--- src/rtl/shield_pkg.sv ---
// Shared types and constants for the shield bank: coordinates, health width and FSM states.
package shield_pkg;

    localparam int COORD_W       = 11;
    localparam int SCREEN_WIDTH  = 640;
    localparam int SCREEN_HEIGHT = 480;

    typedef logic signed [COORD_W-1:0] coord_t;
    // One extra bit so edge arithmetic never wraps.
    typedef logic signed [COORD_W:0]   coord_ext_t;

    function automatic int health_w(input int max_health);
        return (max_health < 1) ? 1 : $clog2(max_health + 1);
    endfunction

    localparam int HEALTH_W = health_w(4);
    typedef logic [HEALTH_W-1:0] health_t;

    typedef enum logic {
        IDLE = 1'b0,
        RUN  = 1'b1
    } shield_state_t;

endpackage

--- src/rtl/shield_hit_decoder.sv ---
// Maps a colliding pixel X to the shield whose hit span contains it (one-hot, or all zero).
module shield_hit_decoder
    import shield_pkg::*;
#(
    parameter int NUM_SHIELDS  = 4,
    parameter int SHIELD_WIDTH = 64
) (
    input  logic                                collision,
    input  logic signed [COORD_W-1:0]           collisionX,
    input  logic [NUM_SHIELDS-1:0][COORD_W-1:0] positions,
    output logic [NUM_SHIELDS-1:0]              hitVec
);

    localparam coord_ext_t SPAN = coord_ext_t'(SHIELD_WIDTH);

    coord_ext_t x_ext;
    assign x_ext = {collisionX[COORD_W-1], collisionX};

    genvar gi;
    generate
        for (gi = 0; gi < NUM_SHIELDS; gi++) begin : g_cmp
            coord_ext_t left_edge;
            coord_ext_t right_edge;
            assign left_edge  = {positions[gi][COORD_W-1], positions[gi]};
            assign right_edge = left_edge + SPAN;
            assign hitVec[gi] = collision && (x_ext >= left_edge) && (x_ext < right_edge);
        end
    endgenerate

endmodule

--- src/rtl/shield_bank.sv ---
// Row of destructible shields: fixed placement, per-frame hit debounce, health tracking
// and optional periodic regeneration of damaged (but not destroyed) shields.
module shield_bank
    import shield_pkg::*;
#(
    parameter int NUM_SHIELDS  = 4,
    parameter int INITIAL_X    = 32,
    parameter int INITIAL_Y    = 400,
    parameter int SPACING      = 160,
    parameter int SHIELD_WIDTH = 64,
    parameter int MAX_HEALTH   = 4,
    parameter int REGEN_FRAMES = 0
) (
    input  logic                                               clk,
    input  logic                                               reset,
    input  logic                                               startOfFrame,
    input  logic                                               playGame,
    input  logic                                               collision,
    input  logic signed [COORD_W-1:0]                          collisionX,
    output logic [NUM_SHIELDS-1:0][COORD_W-1:0]                topLeftX,
    output logic signed [COORD_W-1:0]                          topLeftY,
    output logic [NUM_SHIELDS-1:0][health_w(MAX_HEALTH)-1:0]   health,
    output logic [NUM_SHIELDS-1:0]                             alive,
    output logic                                               allDestroyed,
    output logic                                               hitPulse
);

    localparam int             HW        = health_w(MAX_HEALTH);
    localparam logic [HW-1:0]  FULL      = HW'(MAX_HEALTH);
    localparam logic [HW-1:0]  ONE       = HW'(1);
    localparam int             CW        = (REGEN_FRAMES > 1) ? $clog2(REGEN_FRAMES) : 1;
    localparam logic [CW-1:0]  CNT_LAST  = CW'((REGEN_FRAMES > 0) ? REGEN_FRAMES - 1 : 0);
    localparam logic [CW-1:0]  CNT_ONE   = CW'(1);
    localparam bit             REGEN_ON  = (REGEN_FRAMES > 0);

    shield_state_t                  state;
    logic [NUM_SHIELDS-1:0]         pending;
    logic [CW-1:0]                  frame_cnt;
    logic [NUM_SHIELDS-1:0]         hit_vec;
    logic [NUM_SHIELDS-1:0]         hit_live;
    logic [NUM_SHIELDS-1:0]         dec_mask;
    logic                           regen_tick;
    logic [CW-1:0]                  frame_cnt_next;
    logic [NUM_SHIELDS-1:0][HW-1:0] health_next;

    genvar gi;
    generate
        for (gi = 0; gi < NUM_SHIELDS; gi++) begin : g_shield
            assign topLeftX[gi] = COORD_W'(INITIAL_X + gi * SPACING);
            assign alive[gi]    = |health[gi];
        end
    endgenerate

    assign topLeftY     = COORD_W'(INITIAL_Y);
    assign allDestroyed = ~|alive;

    shield_hit_decoder #(
        .NUM_SHIELDS  (NUM_SHIELDS),
        .SHIELD_WIDTH (SHIELD_WIDTH)
    ) u_decoder (
        .collision  (collision),
        .collisionX (collisionX),
        .positions  (topLeftX),
        .hitVec     (hit_vec)
    );

    // Destroyed shields neither latch new hits nor decrement further.
    assign hit_live   = hit_vec & alive;
    assign dec_mask   = pending & alive;
    assign regen_tick = REGEN_ON && (frame_cnt == CNT_LAST);

    always_comb begin
        frame_cnt_next = (!REGEN_ON || regen_tick) ? '0 : frame_cnt + CNT_ONE;
        health_next    = health;
        for (int i = 0; i < NUM_SHIELDS; i++) begin
            if (dec_mask[i]) begin
                health_next[i] = health[i] - ONE;
            end else if (regen_tick && alive[i] && (health[i] != FULL)) begin
                health_next[i] = health[i] + ONE;
            end
        end
    end

    always_ff @(posedge clk or posedge reset) begin
        if (reset) begin
            state     <= IDLE;
            health    <= {NUM_SHIELDS{FULL}};
            pending   <= '0;
            frame_cnt <= '0;
            hitPulse  <= 1'b0;
        end else begin
            case (state)
                IDLE: begin
                    health    <= {NUM_SHIELDS{FULL}};
                    pending   <= '0;
                    frame_cnt <= '0;
                    hitPulse  <= 1'b0;
                    if (playGame) begin
                        state <= RUN;
                    end
                end
                RUN: begin
                    if (!playGame) begin
                        // Leaving the game discards everything, even uncommitted hits.
                        state     <= IDLE;
                        health    <= {NUM_SHIELDS{FULL}};
                        pending   <= '0;
                        frame_cnt <= '0;
                        hitPulse  <= 1'b0;
                    end else if (startOfFrame) begin
                        health    <= health_next;
                        pending   <= hit_live;
                        frame_cnt <= frame_cnt_next;
                        hitPulse  <= |dec_mask;
                    end else begin
                        pending   <= pending | hit_live;
                        hitPulse  <= 1'b0;
                    end
                end
                default: begin
                    state <= IDLE;
                end
            endcase
        end
    end

endmodule

--- config.mk ---
export PLATFORM = sky130hd
export DESIGN_NAME = shield_bank
export DESIGN_NICKNAME = d
export VERILOG_FILES = /design/src/rtl/shield_pkg.sv /design/src/rtl/shield_hit_decoder.sv /design/src/rtl/shield_bank.sv
export SDC_FILE = /design/constraint.sdc
export NUM_CORES = 1
export LEC_CHECK = 0
export ABC_AREA = 0
export BUFFER_PORTS_ARGS = -buffer_cell sky130_fd_sc_hd__buf_4
export CAP_MARGIN = 10
export CORE_ASPECT_RATIO = 1.75
export CORE_UTILIZATION = 47
export DETAILED_ROUTE_END_ITERATION = 10
export PLACE_DENSITY = 0.86
export SLEW_MARGIN = 20
export SYNTH_ARGS = -nofsm -noshare
export SYNTH_HDL_FRONTEND = slang
export SYNTH_SLANG_ARGS = --single-unit
--- constraint.sdc ---
create_clock -name clk -period 4.05 [get_ports clk]
set_clock_uncertainty 0.2 [all_clocks]
set_input_delay 0.2025 -clock clk [delete_from_list [all_inputs] [get_ports clk]]
set_output_delay 0.2025 -clock clk [all_outputs]
set_load 0.005 [all_outputs]
# ---- Word level (Yosys, flattened, before mapping)
# Index checks and enable logic that the tools add are counted.
# Widths: inputs -> output; s select.
dict set report op_classes {
  magnitude_cmp 8
  n_addsub 4
  n_eq_ne 5
  n_reduce_logical 19
  mux 14
  bitwise_logic 4
}
# op count
set op_table {}
lappend op_table {{$mux 12} 2}
lappend op_table {{$pmux 12 s2} 1}
lappend op_table {{$lt 11x10->1 const B} 2}
lappend op_table {{$mux 3} 4}
lappend op_table {{$ne 3x2->1 const B} 4}
lappend op_table {{$reduce_or 12->1} 1}
lappend op_table {{$reduce_or 3->1} 4}
lappend op_table {{$sub 3x1->3 const B} 4}
lappend op_table {{$ge 11x10->1 const B} 1}
lappend op_table {{$ge 11x11->1 const B} 1}
lappend op_table {{$ge 11x7->1 const B} 1}
lappend op_table {{$ge 11x9->1 const B} 1}
lappend op_table {{$lt 11x11->1 const B} 1}
lappend op_table {{$lt 11x8->1 const B} 1}
lappend op_table {{$and 4x4->4} 2}
lappend op_table {{$logic_and 1x1->1} 8}
lappend op_table {{$mux 4} 2}
lappend op_table {{$pmux 4 s2} 1}
lappend op_table {{$reduce_and 2->1} 4}
lappend op_table {{$or 4x4->4} 1}
lappend op_table {{$reduce_or 4->1} 1}
lappend op_table {{$mux 1} 3}
lappend op_table {{$ne 3x3->1 const B} 1}
lappend op_table {{$pmux 1 s2} 1}
lappend op_table {{other kinds (2)} 2}
dict set report word_totals {
  out_inout_bits 73
  ff_bits 18
}

# ---- Depth between registers and ports, before layout
dict set report depth {
  word_depth 8
  depth_mapped 6
  ltp_nobuf 6
}

# ---- Modules after synthesis
# Synthesis repeated with hierarchy kept, for this count alone.
dict set report hier_totals {
  cells_unflattened 427
  area_unflattened_um2 3445.8
}
# mod instances cells_per_inst seq_area_each_um2 area_each_um2
set modules_own_cells {}
lappend modules_own_cells {shield_hit_decoder 1 274 0.0 2052.0}
lappend modules_own_cells {shield_bank 1 153 455.4 1393.8}

# ---- Worst setup path after synthesis
# Ideal clock, no wire load.
dict set report synth_timing {
  path_type {register to register}
  startpoint {register health[0] (netlist bit)}
  endpoint {register health[1] (netlist bit)}
  period_less_slack_ns 1.692
  arrival_ns 1.415
  required_time_ns 3.773
  stages_incl_launch_ff 7
  slack_ns 2.358
  cell_sequence {dfrtp_1 inv_1 ha_1 ha_1 nand3b_1 or2_2 a21oi_1}
}
dict set report synth_via {
  elab_chain_cells 5
  word_cells_on_any_way 9
}
# element line_no
set synth_rtl {}
lappend synth_rtl {{start: declaration} shield_bank.sv:22} ;# output logic [NUM_SHIELDS-1:0][health_w(MAX_HEALTH)-1:0] health,
lappend synth_rtl {{start signal: assignment} shield_bank.sv:87} ;# health <= {NUM_SHIELDS{FULL}};
lappend synth_rtl {{start signal: assignment} shield_bank.sv:94} ;# health <= {NUM_SHIELDS{FULL}};
lappend synth_rtl {{start signal: assignment} shield_bank.sv:106} ;# health <= {NUM_SHIELDS{FULL}};
lappend synth_rtl {{$sub 3x1->3} shield_bank.sv:77} ;# health_next[i] = health[i] - ONE;
lappend synth_rtl {{$mux 3} shield_bank.sv:76} ;# if (dec_mask[i]) begin
lappend synth_rtl {{$mux 12} shield_bank.sv:110} ;# end else if (startOfFrame) begin
lappend synth_rtl {{$mux 12} shield_bank.sv:103} ;# if (!playGame) begin
lappend synth_rtl {{$pmux 12 s2} shield_bank.sv:92} ;# case (state)
# Parallel ways exist; a longest one is shown, timed or not. The select of a mux whose other input is x is not followed.
# A chain may end at the register's enable or synchronous reset.

# ---- Worst setup path after layout
dict set report layout_timing {
  startpoint {register health[9] (netlist bit)}
  endpoint {output port alive[3]}
}
dict set report layout_via {
  elab_chain_cells 1
}
# element line_no
set layout_rtl {}
lappend layout_rtl {{$reduce_or 3->1} shield_bank.sv:50} ;# assign alive[gi] = |health[gi];
lappend layout_rtl {{end: declaration} shield_bank.sv:23} ;# output logic [NUM_SHIELDS-1:0] alive,
# No other way between the ends.

==> impl_metrics.json <==
{
  "cts.clk_slew.worst_paths_ns": 0.06,
  "synth_area_sq_um": 1480,
  "worstPathArrival_ns": 1.47,
  "maxSlewHeadroom_pct": 53.2,
  "yosys_warnings": 0,
  "cts_tree": "done",
  "detail-route-antenna-nets": 0,
  "crit_type": "register to output pin",
  "cp-end-kind": "output pin",
  "crit_fanout": 6,
  "ios": 89,
  "cts_buffers": 3,
  "start_kind": "register",
  "coreArea_sq_um": 2960,
  "synth-edff-count": 0,
  "route.detailed.drc": 0,
  "hold_buffers": 2,
  "dr.pass1.iters": 4,
  "start_util_pct": 50.1,
  "clockRootBuffer": "clkbuf_8",
  "tns_ns": 0,
  "synth-seq-cells": 18,
  "grt_pass1_wl_mm": 4.11,
  "hold_violations": 0,
  "gp_congestion": 0.809,
  "post_cts_buffers": 0,
  "vias_per_cell": 4.74,
  "overflow": 0,
  "n_antenna_cell": 0,
  "htreeDepth": 1,
  "syn_inst": 167,
  "power_density_nw_per_um2": 221,
  "cts-resized-gates": 0,
  "final_core_util_pct": 53.3,
  "hold_path.class": "input port to register",
  "die_h_microns": 76.3,
  "fp-row-count": 26,
  "finalWorstSetupSlack_ns": 2.18,
  "io_buffers": 28,
  "cts.sinks": 18,
  "final_max_slew_viol_count": 0,
  "setup_violations": 0,
  "worstMarginPinSlew_ns": 0.702,
  "hpwlAfterDp_mm": 1.97,
  "drt_wl_total_mm": 2.63,
  "nFillCells": 276,
  "grt_use_total_pct": 15.4,
  "cap_violations": 0,
  "worst_path_max_delay_cell": "dfrtp_1",
  "finalCriticalPeriod_ns": 1.87,
  "vias": 1129,
  "avgSynthCellArea_sq_um": 8.89,
  "multi_input_area_sq_um": 727,
  "peakVddDrop_v": 0.000167,
  "slowest_delay_ns": 0.41,
  "grt_pass1_vias": 962,
  "synthArstFlopShare_pct": 100,
  "avgRoutedWirePerCell_microns": 11.0,
  "clk_latency_ns": 0.25,
  "fp.dieW_microns": 44.5,
  "grt_max_degree": 19,
  "seq_area_sq_um": 455,
  "fp.dieArea_sq_um": 3390,
  "finalCritPeriodShare_pct": 46.2,
  "layout_common_cells": "conb_1 (55), buf_4 (28), inv_1 (17)",
  "synth_cell_type_count": 39,
  "syn2layout_area_growth_pct": 6.32,
  "cpMostUsedCell": "inv_1",
  "drt_iter0_markers": 27,
  "fmax_mhz": 535,
  "seq_area_frac_synth_pct": 30.7,
  "cp_cell_sequence": "inv_1, ha_1, nor2b_1, inv_1, buf_4",
  "cp.required_ns": 3.65,
  "clockBufferDepth": 2,
  "status": "complete, no violations",
  "pre_cts_ws_ns": 2.21,
  "dominantRegCellSynth": "dfrtp_1",
  "p_leak_uw": 0.000739,
  "antenna_found_initial": 0,
  "rsz0062_at_grt": "false",
  "num-nets-final": 221,
  "layout_commonest_cell": "conb_1",
  "drive_gt1_share_pct": 20.4
}
-- per-stage QoR --
| step | cell area [sq um] | hold slack [ns] | instances | total power [uW] |
|---|---|---|---|---|
| 5_1_grt | 1580 | 0.0461 | 238 | 362 |
| 4_1_cts | 1580 | 0.0379 | 238 | 350 |
| 2_1_floorplan | 1680 | -0.0618 | 220 | 247 |
| 3_3_place_gp | 1510 | 0.128 | 232 | 220 |
| 6_report | 1580 | 0.0362 | 238 | 349 |
| 3_5_place_dp | 1510 | 0.129 | 232 | 221 |
-- final timing paths --
| path | cells after the start | end | from | slack, ns |
|---|---|---|---|---|
| worst max-delay path | 5 | alive[3] | health[9] | 2.18 |
| max in group asynchronous | 3 | health[3] | reset | 2.78 |
| min in group asynchronous | 3 | pending[0] | reset | 0.42 |
| worst min register to register | 2 | health[1] | health[1] | 0.35 |
| worst min-delay path | 3 | pending[1] | collisionX[6] | 0.04 |
| worst max register to register | 6 | health[1] | health[0] | 2.19 |
-- sequential cells by signal (all words and copies together) (netlist names) --
signal	flops
pending	4
state	1
health	12
hitPulse	1
-- layer usage --
metal | vias to the layer above | wire (microns) | track usage [%]
li1 | 518 | - | -
met2 | 75 | 1480 | 28.7
met3 | 4 | 191 | 1.90
met4 | 0 | 34 | 6.06
met1 | 532 | 920 | 16.4
met5 | - | 0 | 0
-- final cells by class --
class                           instances  area share, %
Inverter                               18           4.28
Tap cell                               42           3.33
Sequential cell                        18           28.9
Timing Repair Buffer                   30           14.6
Clock buffer                            4           2.85
Multi-Input combinational cell        126           46.1
-- cells by family after synthesis --
kind of cell | synth area share [%]
xor+xnor | 1.18
other cells | 0.506
flops | 30.7
simple gates | 13.4
fa+ha+maj | 6.75
buf+inv | 33.7
compound gates | 13.7
-- worst max-delay path: cells and delay by family (launching register included) --
family	cells	cell delay [ns]
DFF	1	0.41
buffers and inverters	3	0.45
and+or+nand+nor	1	0.22
adders and majority gates	1	0.14
-- Yosys cell counts, types with 3 or more instances --
cell / instances / area, sq um
a21o_1: 3 / 22.5
a21oi_1: 7 / 35.0
a211oi_1: 3 / 22.5
buf_4: 55 / 413
ha_1: 8 / 100
nand4_1: 7 / 43.8
nor2_1: 5 / 18.8
dfrtp_1: 14 / 350
nor2b_1: 3 / 18.8
nor3_1: 3 / 15.0
nand2_1: 3 / 11.3
dfstp_2: 4 / 105
inv_1: 17 / 63.8
o31ai_1: 4 / 30.0
-- where the power goes --
| group | switching (uW) | internal (uW) |
|---|---|---|
| Clock | 59.7 | 69.8 |
| Combinational | 27.3 | 11.1 |
| Sequential | 0.630 | 181 |
No activity file was read; power rests on OpenSTA's default activity.
